File: src/rtl/qpp_interleaver_ctrl_pkg.sv
// qpp_interleaver_ctrl_pkg: shared FSM state type, default RAM sizing and 2-bit symbol type
package qpp_interleaver_ctrl_pkg;
    localparam int DEF_RAM_DEPTH = 2396;
    localparam int DEF_AW        = 12;
    typedef enum logic [1:0] {IDLE, LOAD, READ, DRAIN} state_t;
    typedef logic [1:0] sym_t;
endpackage

File: src/rtl/qpp_interleaver_ctrl_addr_gen.sv
// qpp_addr_gen: multiplier-free QPP address recursion pi(i)=(f1*i+f2*i^2) mod k
//   init   : load pi=0, g=(f1+f2) mod k, d2=(2*f2) mod k
//   step   : advance pi and g by one index
//   k,f1,f2: block length and coefficients (f1,f2 < k assumed)
//   pi     : current address
module qpp_addr_gen
    import qpp_interleaver_ctrl_pkg::*;
#(
    parameter int AW = DEF_AW
) (
    input  logic          clk,
    input  logic          rst,
    input  logic          init,
    input  logic          step,
    input  logic [AW-1:0] k,
    input  logic [AW-1:0] f1,
    input  logic [AW-1:0] f2,
    output logic [AW-1:0] pi
);
    logic [AW-1:0] g, d2;

    // both operands are already below m, so one conditional subtract suffices
    function automatic logic [AW-1:0] mod_add(input logic [AW-1:0] a, input logic [AW-1:0] b,
                                              input logic [AW-1:0] m);
        logic [AW:0] s, d;
        s = {1'b0, a} + {1'b0, b};
        d = s - {1'b0, m};
        return (s >= {1'b0, m}) ? d[AW-1:0] : s[AW-1:0];
    endfunction

    always_ff @(posedge clk or posedge rst) begin
        if (rst) begin
            pi <= '0;
            g  <= '0;
            d2 <= '0;
        end else if (init) begin
            pi <= '0;
            g  <= mod_add(f1, f2, k);
            d2 <= mod_add(f2, f2, k);
        end else if (step) begin
            pi <= mod_add(pi, g, k);
            g  <= mod_add(g, d2, k);
        end
    end
endmodule

File: src/rtl/qpp_interleaver_ctrl.sv
// qpp_interleaver_ctrl: loads a block in natural order into a 2-bit RAM, reads it back in QPP order
//   start, k_len, f1, f2          : block start pulse and parameters (sampled on start in IDLE)
//   in_valid, in_ready, in_data   : natural-order symbol input
//   ram_addr, ram_din, ram_we     : single RAM port, ram_dout valid one cycle after ram_addr
//   out_valid, out_data, out_last : interleaved output, no backpressure
//   busy, done, err               : status; err only exists with QPP_PARAM_CHECK_EN defined
// Optional build macro: QPP_PARAM_CHECK_EN rejects K=0, K>RAM_DEPTH, f1>=K, f2>=K.
module qpp_interleaver_ctrl
    import qpp_interleaver_ctrl_pkg::*;
#(
    parameter int RAM_DEPTH = DEF_RAM_DEPTH,
    parameter int AW        = DEF_AW
) (
    input  logic          clk,
    input  logic          rst,
    input  logic          start,
    input  logic [AW-1:0] k_len,
    input  logic [AW-1:0] f1,
    input  logic [AW-1:0] f2,
    input  logic          in_valid,
    output logic          in_ready,
    input  logic [1:0]    in_data,
    output logic [AW-1:0] ram_addr,
    output logic [1:0]    ram_din,
    output logic          ram_we,
    input  logic [1:0]    ram_dout,
    output logic          out_valid,
    output logic [1:0]    out_data,
    output logic          out_last,
    output logic          busy,
    output logic          done,
    output logic          err
);
    localparam logic [AW:0] DEPTH_W = (AW+1)'(RAM_DEPTH);

    state_t        state, next_state;
    logic [AW-1:0] k_r, f1_r, f2_r, wr_cnt, rd_cnt, k_m1, pi;
    logic          init_q, bad, accept, wr_acc;

`ifdef QPP_PARAM_CHECK_EN
    assign bad = (k_len == '0) || ({1'b0, k_len} > DEPTH_W) || (f1 >= k_len) || (f2 >= k_len);
    always_ff @(posedge clk or posedge rst) begin
        if (rst)
            err <= 1'b0;
        else if ((state == IDLE) && start)
            err <= bad;
    end
`else
    assign bad = 1'b0;
    assign err = 1'b0;
`endif

    assign accept   = (state == IDLE) && start && !bad;
    assign k_m1     = k_r - AW'(1);
    assign in_ready = (state == LOAD);
    assign wr_acc   = in_ready && in_valid;
    // never write past the end of the attached RAM, even for an unchecked oversize K
    assign ram_we   = wr_acc && ({1'b0, wr_cnt} < DEPTH_W);
    assign ram_addr = (state == READ) ? pi : in_ready ? wr_cnt : '0;
    assign ram_din  = in_ready ? in_data : '0;
    assign out_data = out_valid ? sym_t'(ram_dout) : '0;
    assign busy     = (state != IDLE);

    always_comb begin
        next_state = state;
        case (state)
            IDLE:  if (accept) next_state = LOAD;
            LOAD:  if (wr_acc && (wr_cnt == k_m1)) next_state = READ;
            READ:  if (rd_cnt == k_m1) next_state = DRAIN;
            DRAIN: next_state = IDLE;
            default: next_state = IDLE;
        endcase
    end

    always_ff @(posedge clk or posedge rst) begin
        if (rst)
            state <= IDLE;
        else
            state <= next_state;
    end

    always_ff @(posedge clk or posedge rst) begin
        if (rst) begin
            k_r       <= '0;
            f1_r      <= '0;
            f2_r      <= '0;
            wr_cnt    <= '0;
            rd_cnt    <= '0;
            init_q    <= 1'b0;
            out_valid <= 1'b0;
            out_last  <= 1'b0;
            done      <= 1'b0;
        end else begin
            // generator seeds from the latched parameters one cycle after start
            init_q    <= accept;
            out_valid <= (state == READ);
            out_last  <= (state == READ) && (rd_cnt == k_m1);
            done      <= (state == DRAIN);
            if (accept) begin
                k_r    <= k_len;
                f1_r   <= f1;
                f2_r   <= f2;
                wr_cnt <= '0;
                rd_cnt <= '0;
            end
            if (wr_acc)
                wr_cnt <= wr_cnt + AW'(1);
            if (state == READ)
                rd_cnt <= rd_cnt + AW'(1);
        end
    end

    qpp_addr_gen #(.AW(AW)) u_addr_gen (
        .clk  (clk),
        .rst  (rst),
        .init (init_q),
        .step (state == READ),
        .k    (k_r),
        .f1   (f1_r),
        .f2   (f2_r),
        .pi   (pi)
    );
endmodule
File: config.mk
export PLATFORM = sky130hd
export DESIGN_NAME = qpp_interleaver_ctrl
export DESIGN_NICKNAME = d
export VERILOG_FILES = /design/src/rtl/qpp_interleaver_ctrl_pkg.sv /design/src/rtl/qpp_interleaver_ctrl_addr_gen.sv /design/src/rtl/qpp_interleaver_ctrl.sv
export SDC_FILE = /design/constraint.sdc
export NUM_CORES = 1
export LEC_CHECK = 0
export ABC_AREA = 1
export BUFFER_PORTS_ARGS = -buffer_cell sky130_fd_sc_hd__buf_4
export CAP_MARGIN = 25
export CORE_ASPECT_RATIO = 1.2
export CORE_MARGIN = 10
export CORE_UTILIZATION = 45
export CTS_CLUSTER_SIZE = 16
export DETAILED_ROUTE_END_ITERATION = 6
export GPL_TIMING_DRIVEN = 0
export PLACE_DENSITY = 0.62
export SLEW_MARGIN = 15
export SYNTH_ARGS = -nofsm -noshare
export SYNTH_HDL_FRONTEND = slang
export SYNTH_SLANG_ARGS = --single-unit
File: constraint.sdc
create_clock -name clk -period 7.64 [get_ports clk]
set_input_delay 1.146 -clock clk [delete_from_list [all_inputs] [get_ports clk]]
set_output_delay 1.146 -clock clk [all_outputs]
set_load 0.02 [all_outputs]
After elaboration in Yosys (flattened, before gate mapping). Cells that the tools add are included. Widths: inputs -> output; s select.

Multiplexer cells: 19. Magnitude comparators: 5. Add/sub/neg operators: 11. Equal/unequal tests: 8. Reductions and logical operators: 11.

Operator list (number): $mux 12 (13); $add 12x12->13 (4); $ge 13x12->1 (4); $sub 12x12->12 (4); $add 12x1->12 const B (2); $eq 12x12->1 (2); $lt 12x12->1 const B (1); $sub 12x1->12 const B (1); $mux 2 (5); $pmux 2 s4 (1); $reduce_bool 2->1 (4); $logic_and 1x1->1 (5); $eq 2x2->1 const B (2); $ne 2x2->1 const B (2); $reduce_and 3->1 (1); $eq 2x1->1 const B (1); $logic_not 2->1 (1); $ne 2x1->1 const B (1).

Register bits: 102. Output and inout port bits: 23. Input bits: 44.

Logic depth before layout (Yosys ltp).
Word-level depth: 5. Mapped depth: 25.

Modules after synthesis. Synthesis repeated with hierarchy kept, for this count alone.

Cells, all modules: 1589. Area total of the unflattened synthesis: 10362.4 um^2.

Modules (own cells, without submodules): qpp_addr_gen (seq. area each 900.9 um^2, instances 1, area each 6467.5 um^2, cells an instance 1042); qpp_interleaver_ctrl (seq. area each 1651.6 um^2, instances 1, area each 3895.0 um^2, cells an instance 547).

Least setup slack after synthesis. Ideal clock, no wire load.

Kind: reg-to-reg. Start point: reg u_addr_gen.pi[0]. End point: reg u_addr_gen.pi[2]. Period minus slack after synthesis: 3253 ps. Cell stages (with the launch flop): 20. Arrival time: 3132 ps. Required time: 7519 ps. Slack: 4387 ps. Setup time: 121 ps. Cells stage by stage: dfrtp_1 -> ha_1 -> fa_1 -> nand3_1 -> nand2_1 -> a21oi_1 -> o21ai_0 -> xnor2_1 -> inv_1 -> ha_1 -> a21oi_1 -> a21boi_2 -> nand3_2 -> nand2_2 -> inv_2 -> o21ai_4 -> nand2_4 -> buf_6 -> nor2_1 -> o21ai_1.

Cells in the longest elaborated chain, start to end: 5. Elaborated cells on any way between the ends: 6. Those cells by class: 2 x add/sub; 1 x order compare; 3 x mux.

Ends and longest elaborated chain: start: declaration (line qpp_interleaver_ctrl_addr_gen.sv:18) `output logic [AW-1:0] pi`; start signal: assignment (line qpp_interleaver_ctrl_addr_gen.sv:41) `pi <= mod_add(pi, g, k);`; $add 12x12->13 (*) (line qpp_interleaver_ctrl_addr_gen.sv:26) `s = {1'b0, a} + {1'b0, b};`; $sub 12x12->12 or $ge 13x12->1 (tied branches) (line qpp_interleaver_ctrl_addr_gen.sv:27, qpp_interleaver_ctrl_addr_gen.sv:28); $mux 12 (*) (line qpp_interleaver_ctrl_addr_gen.sv:28) `return (s >= {1'b0, m}) ? d[AW-1:0] : s[AW-1:0];`; $mux 12 (*) (line qpp_interleaver_ctrl_addr_gen.sv:40) `end else if (step) begin`; $mux 12 (*) (line qpp_interleaver_ctrl_addr_gen.sv:36) `end else if (init) begin`.

Every way passes the cells marked *; elsewhere a longest branch is shown, timed or not. The select of a mux whose other input is x is not followed. A chain may end at the register's enable or synchronous reset.

Worst setup path in the final report.
Start point: reg f2_r[0]. End point: reg u_addr_gen.g[6].

Cells in the longest elaborated chain, start to end: 4. Elaborated cells on any way between the ends: 5. Those cells by class: 2 x add/sub; 1 x order compare; 2 x mux.

Ends and longest elaborated chain: start: declaration (line qpp_interleaver_ctrl.sv:37) `logic [AW-1:0] k_r, f1_r, f2_r, wr_cnt, rd_cnt, k_m1, pi;`; start signal: assignment (line qpp_interleaver_ctrl.sv:86) `f2_r <= '0;`; start signal: assignment (line qpp_interleaver_ctrl.sv:102) `f2_r <= f2;`; $add 12x12->13 (*) (line qpp_interleaver_ctrl_addr_gen.sv:26); $sub 12x12->12 or $ge 13x12->1 (tied branches) (line qpp_interleaver_ctrl_addr_gen.sv:27, qpp_interleaver_ctrl_addr_gen.sv:28); $mux 12 (*) (line qpp_interleaver_ctrl_addr_gen.sv:28); $mux 12 (*) (line qpp_interleaver_ctrl_addr_gen.sv:36); end signal: assignment (line qpp_interleaver_ctrl_addr_gen.sv:38) `g <= mod_add(f1, f2, k);`; end signal: assignment (line qpp_interleaver_ctrl_addr_gen.sv:42) `g <= mod_add(g, d2, k);`; end: declaration (line qpp_interleaver_ctrl_addr_gen.sv:20) `logic [AW-1:0] g, d2;`.

Every way passes the cells marked *; elsewhere a longest branch is shown, timed or not.

==> results.json <==
{
  "dieArea_um2": 28100,
  "grt_overflow": 0,
  "slowest_stage": "dfrtp_1",
  "cts_setup_buffers": 0,
  "ctsHoldBuffers": 0,
  "path_clk_slew_ps": 90,
  "ys.flop_type": "dfrtp_1",
  "tns_ps": 0,
  "hp-class": "reg2reg",
  "setup_viol": 0,
  "drv_slew": 0,
  "antenna_found_initial": 0,
  "cts_sinks": 102,
  "dr.first_iter.drc_count": 626,
  "status": "finished clean",
  "seqCellArea_um2": 2550,
  "grt_setup_unrepaired": "no",
  "synth_area_per_cell_um2": 6.58,
  "critPathRequiredTime_ps": 7900,
  "placed_cells": 1830,
  "drcViolationCount": 0,
  "multiInputGateArea_um2": 6370,
  "syn_inst": 1490,
  "fin_crit_ps": 3850,
  "rows": 59,
  "synth-edff-count": 0,
  "synth_area_um2": 9800,
  "endpoint_kind": "flip-flop",
  "timing.critical_path.mode_cell": "nand2_1",
  "synthToLayoutAreaGrowth_pct": 11.9,
  "insertedDiodeCount": 0,
  "drv_cap": 0,
  "drt-wirelength-per-cell_um": 16.5,
  "critical_path_arrival_ps": 4110,
  "clock_path_buffers": 2,
  "postSynthNetCount": 1633,
  "yosys.area.top_type": "dfrtp_1",
  "place.gp.congestion": 0.934,
  "critPathKind": "reg2reg",
  "dp_hpwl_um": 24800,
  "cts_tree": "done",
  "fmax_mhz": 260,
  "routed_via_density": 5.23,
  "worstPathBufferInverterCount": 2,
  "core_area_um2": 21600,
  "grt_pass1_wl_um": 49200,
  "drt_first_pass_iters": 6,
  "num-nets-final": 1710,
  "synth_seq_cells": 102,
  "die_x_um": 155,
  "htreeDepth": 3,
  "grt_usage_pct": 21.7,
  "skew_ps": 11.6,
  "ys_warn_count": 0,
  "worst_pin_slew_ps": 657,
  "hold_viol_final": 0,
  "ys_types": 48,
  "fillerInstances": 2255,
  "start_util_pct": 45.4,
  "synth_top_cell_area_share_pct": 26.1,
  "fin_cells": 1846,
  "fin_util_pct": 50.8,
  "die_h_um": 182,
  "crit_family": "simple AND/OR/NAND/NOR gates",
  "cts_made_buffers": 9,
  "cts_resized": 0,
  "async_flop_share_pct": 100,
  "max_stage_delay_ps": 440,
  "period_share_pct": 50.4,
  "num_vias": 9646,
  "grt_max_degree": 74,
  "portBuffers": 65,
  "slew_headroom_pct": 56.2,
  "drive_gt1_share_pct": 8.40,
  "crit_fanout": 10,
  "routed_wl_um": 30400,
  "hold_depth": 2,
  "grt_pass1_vias": 9614,
  "seq_area_frac_synth_pct": 26.1,
  "ant_nets": 0,
  "synth_area_leaders": "dfrtp_1, nand2_1, ha_1, nand3_1, inv_1",
  "r2r_cells": 25,
  "insertion_delay_ps": 370,
  "num_io_pins": 67,
  "cp_num_cells": 25,
  "critPathLaunchType": "flip-flop",
  "cts_root_buf": "clkbuf_16"
}
-- routing by layer --
metal	global-route usage, %	routed length [µm]
met5	0	0
met1	25.7	13000
met3	2.58	1350
met2	37.8	14800
met4	10.4	1340
-- cells in the final DEF, fill, tap and decap left out, types with 4 or more instances in the layout --
cell type and count:
xnor2_1 24, o31ai_1 4, nor2_1 102, inv_1 188, o21ai_0 78, a21oi_1 68, o21bai_1 9, xor2_1 39
nand3_1 153, dfrtp_1 102, nand3b_1 8, or2_2 7, clkbuf_1 15, a31oi_1 5, nand4_1 13, nor3_1 8
o22ai_1 6, nor2_2 6, nand2_1 485, fa_1 7, buf_2 9, buf_4 67, a21o_1 9, ha_1 92
nand2_2 5, o21ai_1 7, clkbuf_16 9
-- final timing paths --
path | from | to | slack (ps)
min in group asynchronous | rst | f1_r[8] | 730
worst min-delay path | f1_r[6] | f1_r[6] | 500
max in group asynchronous | rst | u_addr_gen.pi[5] | 6240
worst min register to register | f1_r[6] | f1_r[6] | 500
worst max-delay path | f2_r[0] | u_addr_gen.g[6] | 3790
worst max register to register | f2_r[0] | u_addr_gen.g[6] | 3790
-- metrics by stage --
stage,setup slack [ps],area (µm²),hold WS [ps]
after CTS,3780,11000,498
after global routing,3420,11000,520
after floorplan,3820,9800,455
final,3790,11000,495
after detailed placement,3790,10700,477
after global placement,2450,10600,472
-- flip-flops by register name (all words and copies together), names as in the netlist --
name,cells
out_valid,1
wr_cnt,12
u_addr_gen.pi,12
done,1
rd_cnt,12
state,2
u_addr_gen.d2,12
f2_r,12
k_r,12
u_addr_gen.g,12
out_last,1
f1_r,12
init_q,1
-- tightest hold or removal path, cell delays in order, from the launching register on --
cell	delay, ps
dfrtp_1	360
nand2_1	60
nand2_1	50
-- synth_stat cells, types with 3 or more instances --
library cell and number:
fa_1 7, o21bai_1 9, inv_1 189, nand3_1 153
nand2_1 485, a21o_1 9, nand3b_1 8, xor2_1 39
nor3_1 8, a22oi_1 3, nor2_2 6, clkbuf_1 15
nand4_1 13, xnor2_1 24, a31oi_1 5, ha_1 92
buf_2 9, inv_2 3, o21ai_1 7, nand3_2 3
nand2_2 5, o31ai_1 4, o21ai_0 78, a21oi_1 68
dfrtp_1 102, nor2_1 102, o22ai_1 6, or2_2 7
-- cell families after synthesis --
family	synth area share, %
buffers and inverters	8.93
and+or+nand+nor	34.4
adders and majority gates	13.2
AOI/OAI and AO/OA	11.7
other	0.0383
xor gates and xnor gates	5.63
DFF	26.1
-- final cells by class --
cell class                 count  share of cell area, %
multi-input combinational   1164                   58.1
clock inverter                 7                  0.685
clock buffer                   9                   2.05
buffer                        30                   1.34
sequential                   102                   23.3
timing repair buffer          66                   4.70
tap                          274                   3.13
inverter                     194                   6.69
Power is left out: the tool's default activity adds up to more than one toggle a clock period on the data nets, which glitch-free logic cannot reach.
